**src/rtl/needle_catcher_pkg.sv**
```systemverilog
// Shared definitions for the needle catcher: FSM state encoding, default
// pulse-width limits and the accepted-pulse counter width.
package needle_catcher_pkg;

    typedef enum logic [1:0] {
        ST_WAIT_HIGH = 2'd0,
        ST_IDLE      = 2'd1,
        ST_LOW       = 2'd2,
        ST_STUCK     = 2'd3
    } state_e;

    localparam int DEFAULT_MIN_WIDTH = 2;
    localparam int DEFAULT_MAX_WIDTH = 200;
    localparam int COUNT_BITS        = 16;

endpackage

```
**src/rtl/needle_sync.sv**
```systemverilog
// Flop-chain synchronizer for an asynchronous single-bit input; the chain
// resets to 0. STAGES must be at least 2.
module needle_sync #(
    parameter int STAGES = 2
) (
    input  logic clk,
    input  logic rst_n,
    input  logic async_i,
    output logic sync_o
);

    logic [STAGES-1:0] chain_q;

    // NOTE: flops use non-blocking assignments so every stage samples the
    // previous stage's old value and the chain really delays by STAGES edges.
    always_ff @(posedge clk or negedge rst_n) begin
        if (!rst_n) begin
            chain_q <= '0;
        end else begin
            chain_q <= {chain_q[STAGES-2:0], async_i};
        end
    end

    assign sync_o = chain_q[STAGES-1];

endmodule

```
**src/rtl/needle_catcher.sv**
```systemverilog
// Measures the low width of an asynchronous active-low needle pulse train,
// counts accepted pulses and flags glitches, stuck-low lines and lost results.
module needle_catcher
    import needle_catcher_pkg::*;
#(
    parameter int WIDTH_BITS  = 8,
    parameter int MIN_WIDTH   = DEFAULT_MIN_WIDTH,
    parameter int MAX_WIDTH   = DEFAULT_MAX_WIDTH,
    parameter int SYNC_STAGES = 2
) (
    input  logic                  clk,
    input  logic                  reset_n,
    input  logic                  enable,
    input  logic                  clear,
    input  logic                  needle_in,
    input  logic                  width_ack,
    output logic                  width_valid,
    output logic [WIDTH_BITS-1:0] width_out,
    output logic [COUNT_BITS-1:0] needle_count,
    output logic                  glitch,
    output logic                  stuck_low,
    output logic                  overrun
);

    logic needle_s;

    needle_sync #(
        .STAGES (SYNC_STAGES)
    ) u_sync (
        .clk     (clk),
        .rst_n   (reset_n),
        .async_i (needle_in),
        .sync_o  (needle_s)
    );

    state_e                state_q, state_d;
    logic [WIDTH_BITS-1:0] cnt_q, cnt_d;
    logic [WIDTH_BITS-1:0] width_q, width_d;
    logic                  width_valid_q, width_valid_d;
    logic [COUNT_BITS-1:0] needle_count_q, needle_count_d;
    logic                  overrun_q, overrun_d;
    logic                  glitch_q, glitch_d;
    logic                  result_evt;

    // NOTE: every signal written here gets a default first, so no path leaves
    // it unassigned and no latch is inferred.
    always_comb begin
        state_d    = state_q;
        cnt_d      = cnt_q;
        result_evt = 1'b0;
        glitch_d   = 1'b0;

        if (!enable) begin
            state_d = ST_WAIT_HIGH;
        end else begin
            case (state_q)
                // A line already low at reset release must not be measured.
                ST_WAIT_HIGH: if (needle_s) state_d = ST_IDLE;
                ST_IDLE: begin
                    if (!needle_s) begin
                        state_d = ST_LOW;
                        cnt_d   = WIDTH_BITS'(1);
                    end
                end
                ST_LOW: begin
                    if (!needle_s) begin
                        cnt_d = cnt_q + WIDTH_BITS'(1);
                        if (cnt_q == WIDTH_BITS'(MAX_WIDTH - 1)) state_d = ST_STUCK;
                    end else begin
                        state_d = ST_IDLE;
                        if (cnt_q < WIDTH_BITS'(MIN_WIDTH)) glitch_d   = 1'b1;
                        else                                result_evt = 1'b1;
                    end
                end
                ST_STUCK: if (needle_s) state_d = ST_IDLE;
                default:  state_d = ST_WAIT_HIGH;
            endcase
        end
    end

    always_comb begin
        width_d        = width_q;
        width_valid_d  = width_valid_q;
        needle_count_d = needle_count_q;
        overrun_d      = overrun_q;

        if (width_ack) width_valid_d = 1'b0;

        if (result_evt) begin
            width_d        = cnt_q;
            width_valid_d  = 1'b1;
            needle_count_d = needle_count_q + COUNT_BITS'(1);
            if (width_valid_q && !width_ack) overrun_d = 1'b1;
        end

        // clear wins over a result completing in the same cycle.
        if (clear) begin
            width_d        = width_q;
            width_valid_d  = 1'b0;
            needle_count_d = '0;
            overrun_d      = 1'b0;
        end
    end

    always_ff @(posedge clk or negedge reset_n) begin
        if (!reset_n) begin
            state_q        <= ST_WAIT_HIGH;
            cnt_q          <= '0;
            width_q        <= '0;
            width_valid_q  <= 1'b0;
            needle_count_q <= '0;
            overrun_q      <= 1'b0;
            glitch_q       <= 1'b0;
        end else begin
            state_q        <= state_d;
            cnt_q          <= cnt_d;
            width_q        <= width_d;
            width_valid_q  <= width_valid_d;
            needle_count_q <= needle_count_d;
            overrun_q      <= overrun_d;
            glitch_q       <= glitch_d;
        end
    end

    assign width_valid  = width_valid_q;
    assign width_out    = width_q;
    assign needle_count = needle_count_q;
    assign glitch       = glitch_q;
    assign stuck_low    = (state_q == ST_STUCK);
    assign overrun      = overrun_q;

endmodule

```
**config.mk**
```make
export PLATFORM = sky130hd
export DESIGN_NAME = needle_catcher
export DESIGN_NICKNAME = d
export VERILOG_FILES = /design/src/rtl/needle_catcher_pkg.sv /design/src/rtl/needle_sync.sv /design/src/rtl/needle_catcher.sv
export SDC_FILE = /design/constraint.sdc
export NUM_CORES = 1
export LEC_CHECK = 0
export CORE_ASPECT_RATIO = 1.4
export CORE_UTILIZATION = 30
export CTS_CLUSTER_SIZE = 16
export DETAILED_ROUTE_END_ITERATION = 12
export GPL_TIMING_DRIVEN = 0
export PLACE_DENSITY_LB_ADDON = 0.05
export SLEW_MARGIN = 5
export SYNTH_ARGS = -nofsm -noshare
export SYNTH_HDL_FRONTEND = slang
export SYNTH_SLANG_ARGS = --single-unit
```
**constraint.sdc**
```tcl
create_clock -name clk -period 1.98 [get_ports clk]
set_input_delay 0.495 -clock clk [delete_from_list [all_inputs] [get_ports clk]]
set_output_delay 0.495 -clock clk [all_outputs]
set_load 0.02 [all_outputs]
```
; After elaboration in Yosys (flattened, before gate mapping)
; Index checks and enable logic that the tools add are counted.
[classes]
bitwise = 1
mux = 25
eq_ne = 9
addsub = 2
reduce_logical = 12
magnitude_cmp = 1
[ops]
columns = cell, n
row1 = $mux 16, 2
row2 = $add 16x1->16 const B, 1
row3 = $mux 8, 2
row4 = $pmux 8 s2, 1
row5 = $mux 1, 14
row6 = $mux 2, 5
row7 = $add 8x1->8 const B, 1
row8 = $eq 8x8->1 const B, 1
row9 = $lt 8x2->1 const B, 1
row10 = $pmux 2 s3, 1
row11 = $reduce_bool 2->1, 3
row12 = $eq 2x2->1 const B, 2
row13 = $ne 2x2->1 const B, 2
row14 = $ne 4x3->1 const B, 1
row15 = $reduce_and 2->1, 2
row16 = $reduce_and 4->1, 1
row17 = $ne 3x2->1 const B, 1
row18 = $ne 3x3->1 const B, 1
row19 = $reduce_and 3->1, 1
row20 = $reduce_bool 3->1, 1
row21 = $eq 2x1->1 const B, 1
row22 = $logic_not 2->1, 1
row23 = $reduce_or 2->1, 1
row24 = $logic_and 1x1->1, 1
row25 = other kinds (2), 2
[totals]
out_inout_bits = 28
register_bits = 39

; Longest topological paths before layout
[logic_depth]
ltp_word = 7
depth_mapped = 7
mapped_depth_nobuf = 6

; By module
; Synthesis repeated with hierarchy kept, for this count alone.
[hier_totals]
cells_unflattened = 189
area_unflattened_um2 = 1948.1
[by_module_without_submodules]
columns = module, area_per_inst_um2, cells_each, instances
row1 = needle_catcher, 1898.1, 187, 1
row2 = needle_sync, 50.0, 2, 1

; Least setup slack after synthesis
; No wires, ideal clock.
[synth_path]
path_type = register to register
from = register state_q[0]
to = register width_q[0] (netlist: width_out[0])
setup_slack_ns = 0.138
period_less_slack_ns = 1.842
path_stages_with_launch = 8
setup_ns = 0.128
arrival_ns = 1.714
n_path_buf = 1
t_required_ns = 1.852
path_cell_list = dfrtp_1 > inv_1 > ha_1 > nand3_2 > a21oi_2 > nor2b_1 > buf_2 > mux2_1
[synth_between]
elab_chain_len = 4
[synth_lines]
columns = element, line_no
row1 = start: declaration, needle_catcher.sv:36  ; state_e state_q, state_d;
row2 = start signal: assignment, needle_catcher.sv:115  ; state_q <= state_d;
row3 = $eq 2x2->1, needle_catcher.sv:56  ; case (state_q)
row4 = $mux 1, needle_catcher.sv:56
row5 = $mux 1, needle_catcher.sv:53  ; if (!enable) begin
row6 = $reduce_and 2->1 (no source line), -
row7 = end signal: assignment, needle_catcher.sv:117  ; width_q <= width_d;
row8 = end: declaration, needle_catcher.sv:38  ; logic [WIDTH_BITS-1:0] width_q, width_d;
; Every way passes these cells.
; A chain may end at the register's enable or synchronous reset.

; Worst setup path after layout
[layout_path]
from = register state_q[0]
to = register cnt_q[6]
[layout_between]
elab_chain_len = 3
elab_cells_between_ends = 7
[layout_lines]
columns = element, line_no
row1 = $eq 2x1->1 or $eq 2x2->1 (tied branches), needle_catcher.sv:56
row2 = $ne 2x2->1 (no source line) or $reduce_bool 2->1 (tied branches), -
row3 = $reduce_and 4->1 (no source line), -
row4 = end signal: assignment, needle_catcher.sv:116  ; cnt_q <= cnt_d;
row5 = end: declaration, needle_catcher.sv:37  ; logic [WIDTH_BITS-1:0] cnt_q, cnt_d;
; Several ways; a longest one is shown, not always the timed one.

==> key figures <==
Status
  • Status: finished clean

Timing
  • Min cycle time layout: 1.88 ns
  • Rel. slew slack: 66.5%
  • RSZ-0062 raised after global routing: true
  • Hold Fails Final Rpt: 0
  • Skew final: 0.00513 ns
  • Final worst-path cycle share: 94.9%
  • Worst Tran Pin Value: 0.500 ns
  • Final Max Slew Viols: 0
  • # setup viols final: 0
  • F_max: 532 MHz

Synth
  • YS warnings: 0
  • Number of synthesized flops with an enable pin: 0
  • Avg Inst Size Synth: 10.2 µm²
  • Synth Instances: 188
  • Mapped Nets: 200
  • Yosys cell types: 34
  • Mapped Area: 1920 µm²
  • Ys flop type: dfrtp_1
  • Seq/Total Area, Yosys: 50.8%
  • Synthesized flop and latch total: 39
  • Async S/R FF share, synth: 100%

Hold path
  • HP Class: in -> async

GRT
  • First-pass GRT wire length: 7790 µm
  • Gr ovfl total: 0
  • Vias in the first global route: 1,652
  • Total Routing Usage GR: 14.4%
  • Largest net degree at the start of global routing: 23
  • Initial antenna violation count: 0

Drt
  • Post-DR vias/cell: 5.17
  • Detailed Route WL: 4480 µm
  • Post-route ant nets: 0
  • Via count: 1,583
  • DRT Pass-1 Iters: 4
  • Drt wl/cell: 14.6 µm
  • Residual DRC count: 0
  • DRT iter0 DRCs: 54

Die
  • Effective utilization at floorplan: 30.9%
  • IO Count: 34
  • Row count: 34
  • Die H: 96.7 µm
  • Core area: 6210 µm²
  • Die Area: 6730 µm²
  • Die width: 69.6 µm

Placed design
  • GP Congestion: 0.764
  • DP HPWL: 3340 µm
  • Placed cells: 293
  • Port Buffer Count: 32

Setup path
  • WP data required: 2.14 ns
  • CP endpoint kind: register
  • CP Class: reg -> reg
  • Reg2Reg Depth: 7
  • Worst EP arrival: 2.04 ns
  • Critical Path Start Type: register
  • Worst reg-to-reg setup slack: 0.10 ns
  • Critical path launch point: state_q[0]$_DFFE_PN0P_
  • End of the worst register-to-register path: cnt_q[6]$_DFFE_PN0P_
  • RR Startpoint: state_q[0]$_DFFE_PN0P_
  • Crit path max fanout: 7

Finish
  • Ant. Diodes: 0
  • Layout net count: 245
  • Final Non-Filler Cells: 306
  • Most frequent cells in the layout: dfrtp_1, clkdlybuf4s50_1, nand2_1, o21ai_0, a21oi_1
  • Share of cells above drive strength 1: 12.4%
  • Fillcell total: 612
  • Most common cell after layout, fill and taps aside: dfrtp_1
  • P&R area growth vs syn: 32.2%

Power and ir drop
  • Worst vdd ir: 0.409 mV
  • Pwr Density: 869 nW/µm²
  • Power Total: 0.00221 W
  • Lkg Pwr: 1.06 nW

Flow run
  • Max-capacitance violation count: 0

Clock tree
  • Clock Path Buffers: 2
  • Clk_lat worst skew: 0.29 ns
  • Total CTS buffers: 5
  • CTS tree: built
  • CTS Sinks: 39
  • H-Tree Depth: 2
  • Root buf cell: clkbuf_8
  • Clock Pin Slew Worst Setup and Hold Paths: 0.08 ns
## where the power goes
| group | internal [W] | switching, W | leakage [nW] |
|---|---|---|---|
| Clock | 0.000408 | 0.000287 | 0.0612 |
| Combinational | 0.000254 | 0.000310 | 0.466 |
| Sequential | 0.000862 | 0.0000851 | 0.534 |
| Total | 0.00152 | 0.000682 | 1.06 |
## cells in the mapped netlist, types with 3 or more instances
cell	instances	share of area [%]
mux2_1	8	4.7
nor2_1	11	2.1
or3_1	12	3.9
inv_1	6	1.2
and3_1	3	0.98
nand2b_1	3	0.98
buf_2	5	1.3
a21oi_1	15	3.9
ha_1	6	3.9
nand4_1	4	1.3
nand2_1	15	2.9
nand3_1	8	2.1
o21ai_0	16	4.2
mux2i_1	5	2.6
xnor2_1	6	2.7
nor4_1	3	0.98
dfrtp_1	39	51
## through the flow
stage | TNS, ns | hold WS, ns | cell area, µm² | utilization, % | setup WS (ns)
finish | 0 | 0.144 | 2540 | 40.9 | 0.101
global route | -0.00150 | 0.172 | 2540 | 40.9 | -0.00150
CTS | 0 | 0.164 | 2500 | 40.3 | 0.0157
detailed placement | -8.88 | 0.349 | 2350 | 37.9 | -0.486
global placement | -30.14 | 0.339 | 2330 | 37.6 | -0.563
floorplan | 0 | 0.199 | 1920 | - | 0.138
## registers in the layout, summed over array words and instances (netlist names)
name            cells
needle_count       16
width_out           8
overrun             1
u_sync.chain_q      2
glitch              1
width_valid         1
cnt_q               8
state_q             2
## final cells by class
type | instances | area (µm²) | share of cell area [%]
plain buffers | 8 | 42.5 | 1.67
clock buffers | 6 | 82.6 | 3.25
clock inverters | 2 | 35.0 | 1.38
inverters | 6 | 22.5 | 0.887
multi-input cells | 135 | 913 | 36.0
flip-flops and latches | 39 | 976 | 38.4
well taps | 72 | 90.1 | 3.55
repair buffers | 38 | 378 | 14.9
## cells by family after synthesis
family / Yosys count / synth area share, %
and+or+nand+nor: 69 / 19.9
AOI/OAI and AO/OA: 41 / 12.1
DFF: 39 / 50.8
buffers and inverters: 14 / 3.26
muxes: 13 / 7.29
xor gates and xnor gates: 6 / 2.73
adders and majority gates: 6 / 3.91
## metal layers
metal  up-vias  wire [µm]  share of wire, %  GRT usage [%]
li1        763          -                 -              -
met1       785       1840                41           16.2
met2        27       2440                54           26.2
met3         8        114               2.5           2.71
met5         -          0                 0              0
met4         0         85               1.9           5.85
## worst max-delay path, cell delays in order (launching register included)
cell and delay [ns]:
dfrtp_1 0.43, buf_4 0.16, ha_1 0.20, o21a_1 0.25
or2_2 0.28, clkbuf_1 0.19, o21ai_1 0.16, o31ai_1 0.09
## how the worst max path moves through the flow
stage,slack (ns),to
finish,0.10,cnt_q[6]$_DFFE_PN0P_
global route,-0.002,cnt_q[6]$_DFFE_PN0P_
CTS,0.02,needle_count[14]$_DFFE_PN0P_
detailed placement,-0.49,width_out[6]$_DFFE_PN0P_
global placement,-0.56,width_valid$_DFFE_PN0P_
floorplan,0.14,width_out[0]$_DFFE_PN0P_
## repair_timing
item                                    CTS  global route
hold buffers                              0             0
endpoints found under the setup margin   17            12
setup buffers                             2             3
gates resized for setup                   5             6
gates cloned                              0             0
pin swaps                                 0             1
Power figures use the tool's default switching activity.
